--- config.mk ---
export PLATFORM = sky130hd
export DESIGN_NAME = simple_fifo
export DESIGN_NICKNAME = d
export VERILOG_FILES = /design/src/rtl/simple_fifo.sv
export SDC_FILE = /design/constraint.sdc
export NUM_CORES = 1
export LEC_CHECK = 0
export CORE_UTILIZATION = 40
export CTS_CLUSTER_DIAMETER = 50
export DETAILED_ROUTE_END_ITERATION = 8
export GPL_TIMING_DRIVEN = 1
export SLEW_MARGIN = 25
export SYNTH_ARGS = -nofsm -noshare
export SYNTH_HDL_FRONTEND = slang
export SYNTH_SLANG_ARGS = --single-unit
--- constraint.sdc ---
create_clock -name clk -period 3.6 [get_ports clk]
set_clock_uncertainty 0.1 [all_clocks]
set_input_delay 0.72 -clock clk [delete_from_list [all_inputs] [get_ports clk]]
set_output_delay 0.72 -clock clk [all_outputs]
set_load 0.01 [all_outputs]
--- src/rtl/simple_fifo.sv ---
// Circular-buffer FIFO with show-ahead output, count-based full/empty and sticky
// overflow/underflow flags for requests that had to be dropped.
module simple_fifo #(
    parameter int DEPTH  = 8,
    parameter int WIDTH  = 8,
    parameter int PTRWID = $clog2(DEPTH),
    parameter int CNTWID = $clog2(DEPTH) + 1
) (
    input  logic              clk,
    input  logic              rst,
    input  logic              push,
    input  logic              pop,
    input  logic [WIDTH-1:0]  data_in,
    output logic [WIDTH-1:0]  data_out,
    output logic              empty,
    output logic              full,
    output logic [CNTWID-1:0] count,
    output logic              push_ok,
    output logic              pop_ok,
    output logic              overflow,
    output logic              underflow
);

    localparam logic [CNTWID-1:0] DEPTH_C = CNTWID'(DEPTH);

    logic [WIDTH-1:0]  mem_q [DEPTH];
    logic [PTRWID-1:0] wr_ptr_q, wr_ptr_d;
    logic [PTRWID-1:0] rd_ptr_q, rd_ptr_d;
    logic [CNTWID-1:0] count_q, count_d;
    logic              overflow_q, overflow_d;
    logic              underflow_q, underflow_d;

    // Full/empty come from the occupancy count only; equal pointers are ambiguous.
    assign empty    = (count_q == '0);
    assign full     = (count_q == DEPTH_C);
    assign count    = count_q;
    assign push_ok  = push & ~full;
    assign pop_ok   = pop & ~empty;
    assign data_out = mem_q[rd_ptr_q];
    assign overflow  = overflow_q;
    assign underflow = underflow_q;

    always_comb begin
        wr_ptr_d    = wr_ptr_q;
        rd_ptr_d    = rd_ptr_q;
        count_d     = count_q;
        overflow_d  = overflow_q | (push & full);
        underflow_d = underflow_q | (pop & empty);
        if (push_ok) begin
            wr_ptr_d = wr_ptr_q + PTRWID'(1);
        end
        if (pop_ok) begin
            rd_ptr_d = rd_ptr_q + PTRWID'(1);
        end
        if (push_ok && !pop_ok) begin
            count_d = count_q + CNTWID'(1);
        end else if (pop_ok && !push_ok) begin
            count_d = count_q - CNTWID'(1);
        end
    end

    always_ff @(posedge clk or posedge rst) begin
        if (rst) begin
            wr_ptr_q    <= '0;
            rd_ptr_q    <= '0;
            count_q     <= '0;
            overflow_q  <= 1'b0;
            underflow_q <= 1'b0;
        end else begin
            wr_ptr_q    <= wr_ptr_d;
            rd_ptr_q    <= rd_ptr_d;
            count_q     <= count_d;
            overflow_q  <= overflow_d;
            underflow_q <= underflow_d;
        end
    end

    // Storage is cleared on reset so the head word is deterministic for formal tools.
    always_ff @(posedge clk or posedge rst) begin
        if (rst) begin
            for (int i = 0; i < DEPTH; i++) begin
                mem_q[i] <= '0;
            end
        end else if (push_ok) begin
            mem_q[wr_ptr_q] <= data_in;
        end
    end

    always_ff @(posedge clk) begin
        if (!rst) begin
            assert (count_q <= DEPTH_C);
            assert ((wr_ptr_q - rd_ptr_q) == count_q[PTRWID-1:0]);
            assert (!(empty && full));
            assert (!push_ok || !full);
            assert (!pop_ok || !empty);
        end
    end

endmodule

== After elaboration in Yosys (flattened, before gate mapping) ==
Cells that the tools add are included.
W data, S select, Z words.
Storage, ports and cells
  flip-flop bits (word level): 76
  input port bits: 12
  output and inout bits: 18
  logic and storage cells: 46
Cells by class
  add/subtract/negate cells: 4
  order comparisons: 3
  equality and inequality tests: 1
  mux-type cells: 8
  bitwise operators: 10
  reductions and logical operators: 7
Operator list (count)
  $bwmux W64: 1
  $bmux W8 S3: 1
  $demux W8 S3: 1
  $mux W8: 3
  $ge A4 B4 Y1 const B: 2
  $mux W4: 2
  $not A3 Y4: 2
  $add A3 B1 Y3 const B: 2
  $add A4 B1 Y4 const B: 1
  $and A1 B1 Y1: 4
  $eq A4 B4 Y1 const B: 1
  $logic_not A4 Y1: 1
  $lt A4 B1 Y1 const B: 1
  $sub A4 B1 Y4 const B: 1
  $logic_and A1 B1 Y1: 3
  $logic_not A1 Y1: 2
  $not A1 Y1: 2
  $or A1 B1 Y1: 2
  $reduce_bool A2 Y1: 1

== Depth between registers and ports, before layout ==
  depth after elaboration: 7
  mapped depth: 10
  mapped depth without buffers: 9

== Worst setup path before layout ==
Ideal clock, no wire load.
  kind: reg2reg
  from: register count_q[0] (netlist: count[0])
  to: register count_q[3] (netlist: count[3])
  setup time: 0.137 ns
  arrival: 2.659 ns
  required time: 3.363 ns
  setup slack: 0.704 ns
  cell stages (with the launch flop): 11
  path buffers: 1
  period minus slack after synthesis: 2.896 ns
  cells stage by stage: dfrtp_1 or4b_1 buf_6 nand2_1 inv_1 ha_1 inv_1 ha_1 or4_1 nand3_1 o221ai_1
On the way
  word-level cells in the longest chain between the ends: 6
  elaborated cells on any way between the ends: 15
  classes of those cells: 2 x add/sub; 1 x eq/ne; 2 x mux; 4 x bitwise; 6 x reduce/logical
RTL lines
  from (decl): RTL line 29  | logic [CNTWID-1:0] count_q, count_d;
  from (signal assigned): RTL line 72  | count_q <= count_d;
  $eq A4 B4 Y1 (*): RTL line 35  | assign full = (count_q == DEPTH_C);
  $not A1 Y1 (*): RTL line 37  | assign push_ok = push & ~full;
  $and A1 B1 Y1 (*): RTL line 37
  named net push_ok: RTL line 18  | output logic push_ok,
  $logic_not A1 Y1: RTL line 57  | end else if (pop_ok && !push_ok) begin
  $logic_and A1 B1 Y1: RTL line 57
  $reduce_bool A2 Y1 (no source line)
Mark *: on every way through the listed nets, which the timed path passes. The rest lies on a longest branch. The select of a mux whose other input is x is not followed.
A chain may end at the register's enable or synchronous reset.

== Final worst setup path ==
  from: register rd_ptr_q[0]
  to: output port data_out[0]
On the way
  word-level cells in the longest chain between the ends: 4
RTL lines
  from (decl): RTL line 28  | logic [PTRWID-1:0] rd_ptr_q, rd_ptr_d;
  from (signal assigned): RTL line 71  | rd_ptr_q <= rd_ptr_d;
  $not A3 Y4 (not written as such): RTL line 39  | assign data_out = mem_q[rd_ptr_q];
  $bmux W8 S3: RTL line 39
  $mux W8 (not written as such) (2 in series): RTL line 39
  to (decl): RTL line 14  | output logic [WIDTH-1:0] data_out,
Every way passes these cells. The select of a mux whose other input is x is not followed.

==> flow_summary.json <==
{
  "antenna_found_initial": 0,
  "layout.nets": 282,
  "firstDrtPassIters": 4,
  "ys_warn_count": 0,
  "multiInputGateArea_mm2": 0.00165,
  "root_buffer": "clkbuf_8",
  "seqCellArea_mm2": 0.00190,
  "r2r-start": "count[0]$_DFFE_PP0P_",
  "maxCapViolations": 0,
  "cpPeakStageDelay_ps": 580,
  "clkSinkCount": 76,
  "ctsHoldBuffers": 0,
  "path_buf_inv": 2,
  "status": "complete, no violations",
  "cellLeakagePower_nw": 1.77,
  "clk_pin_slew_ps": 70,
  "period_needed_ps": 3240,
  "io_buffer_count": 29,
  "cts.repair.resized": 0,
  "die_h_um": 97.2,
  "startpoint": "rd_ptr_q[0]$_DFFE_PP0P_",
  "ys_types": 37,
  "ios": 30,
  "critPathSlowestCell": "dfrtp_1",
  "synth-async-reset-ratio": 1.00,
  "critical_path_class": "register to primary output",
  "viasPerCell": 5.29,
  "worstPathArrival_ps": 2420,
  "drc": 0,
  "finalInstanceArea_mm2": 0.00429,
  "cts_max_path_buffers": 2,
  "cts_tree": "built",
  "period_share": 0.899,
  "htreeDepth": 3,
  "slew_violations": 0,
  "gr-total-overflow": 0,
  "hp-class": "register to register",
  "cpLargestDelayFamily": "multiplexers",
  "yosysSeqAreaShare": 0.525,
  "tns_ps": 0,
  "place_congestion": 0.683,
  "max_freq_mhz": 309,
  "rows": 34,
  "dr.first_iter.drc_count": 84,
  "syn_area_per_cell_um2": 16.0,
  "wl_per_cell_um": 18.5,
  "vias": 1993,
  "setup_viol": 0,
  "cts_buffers": 9,
  "required_ps": 2780,
  "dpl-instance-area_mm2": 0.00407,
  "diodes": 0,
  "core_area_mm2": 0.00876,
  "syn_nets": 245,
  "grt_pass1_wl_um": 11800,
  "syn_to_final_growth_pct": 18.3,
  "cp_max_fo": 12,
  "netlist_area_mm2": 0.00362,
  "die_w_um": 97.2,
  "rsz0062_at_grt": "false",
  "fillers": 778,
  "final_common_cell": "dfrtp_1",
  "postRouteAntennaNets": 0,
  "synthFlopType": "dfrtp_1",
  "worst_pin_slew_ps": 762,
  "syn_inst": 227,
  "power_density_mw_per_mm2": 971,
  "grt.total_usage": 0.165,
  "die-area_mm2": 0.00944,
  "synth-edff-count": 0,
  "start_kind": "register",
  "hold_start": "underflow$_DFF_PP0_",
  "insertion_delay_ps": 340,
  "end_kind": "primary output",
  "drt_wl_total_um": 6980,
  "grt_pass1_vias": 2100,
  "hpwl_um": 4580,
  "final_cell_mix": "76 x dfrtp_1, 74 x mux2_2, 29 x clkdlybuf4s50_1",
  "relSlewSlack": 0.488,
  "cts_setup_buffers": 0,
  "ir_drop_mv": 0.452,
  "crit_chain": "buf_12 -> mux4_2 -> mux2_2 -> clkdlybuf4s50_1",
  "hold_violations": 0,
  "synth-seq-cells": 76,
  "grt_max_degree": 28,
  "start_util": 0.413,
  "drive_above_1_share": 0.450
}
## cell usage after synthesis (2+ instances only)
master / instances / area, um^2
ha_1: 5 / 62.6
mux4_2: 16 / 360
mux2_2: 74 / 833
nand3b_1: 2 / 15.0
nor4b_4: 2 / 47.6
nand4b_2: 2 / 30.0
clkbuf_1: 2 / 7.51
or3_1: 3 / 18.8
buf_2: 3 / 15.0
dfrtp_1: 76 / 1900
clkbuf_2: 2 / 10.0
a21o_1: 3 / 22.5
nand2_1: 5 / 18.8
inv_1: 4 / 15.0
xnor2_1: 5 / 43.8
nand3_1: 2 / 10.0
## worst register-to-register path: cells and delay by family, from the launching register on
kind / cells / cell delay, ps
compound gates: 1 / 110
buf+inv: 2 / 210
flops: 1 / 460
simple gates: 4 / 1540
fa+ha+maj: 2 / 560
## sequential cells by signal, indices dropped and copies added, names as in the netlist
register,count
underflow,1
overflow,1
count,4
rd_ptr_q,3
wr_ptr_q,3
mem_q,64
## worst paths after layout
check | slack [ps] | to | cells after the start
setup / recovery | 360 | data_out[0] | 4
hold / removal | 360 | underflow$_DFF_PP0_ | 1
setup reg to reg | 490 | count[3]$_DFFE_PP0P_ | 9
hold reg to reg | 360 | underflow$_DFF_PP0_ | 1
max in group asynchronous | 1980 | mem_q[24]$_DFFE_PP0P_ | 3
min in group asynchronous | 640 | mem_q[5]$_DFFE_PP0P_ | 2
## power breakdown
| part | internal [mW] | total (mW) | switching (mW) |
|---|---|---|---|
| sequential | 1.29 | 1.60 | 0.313 |
| clock | 0.406 | 0.708 | 0.302 |
| combinational | 1.19 | 1.85 | 0.658 |
## area by class of cell
| class | count | area share |
|---|---|---|
| clock inverter | 5 | 0.0175 |
| clock buffer | 11 | 0.0330 |
| tap | 108 | 0.0315 |
| inverter | 5 | 0.00613 |
| multi-input combinational | 137 | 0.384 |
| sequential | 76 | 0.444 |
| timing repair buffer | 35 | 0.0841 |
## logic make-up (layout without fill, tap and decap cells)
| group | count (synthesis) | in the layout | synth area share |
|---|---|---|---|
| compound gates | 7 | 7 | 0.0138 |
| xor+xnor | 6 | 6 | 0.0145 |
| fa+ha+maj | 6 | 6 | 0.0228 |
| buf+inv | 14 | 56 | 0.0204 |
| flops | 76 | 76 | 0.525 |
| mux | 92 | 92 | 0.335 |
| simple gates | 26 | 26 | 0.0681 |
## per-layer routing
metal,part of all wire,GRT usage,up-vias
met5,0,0,-
met4,0.011,0.0448,0
met1,0.48,0.235,1040
met3,0.031,0.0482,6
li1,-,-,920
met2,0.48,0.247,27
## stage by stage
step	worst slack, ps	cells	power [mW]	hold slack [ps]	utilization
floorplan	704	227	2.86	353	-
global placement	515	361	3.46	338	0.464
detailed placement	458	361	3.50	346	0.464
CTS	299	377	4.22	363	0.489
global route	248	377	4.45	375	0.489
finish	363	377	4.16	359	0.489
No activity file was read; power rests on OpenSTA's default activity.
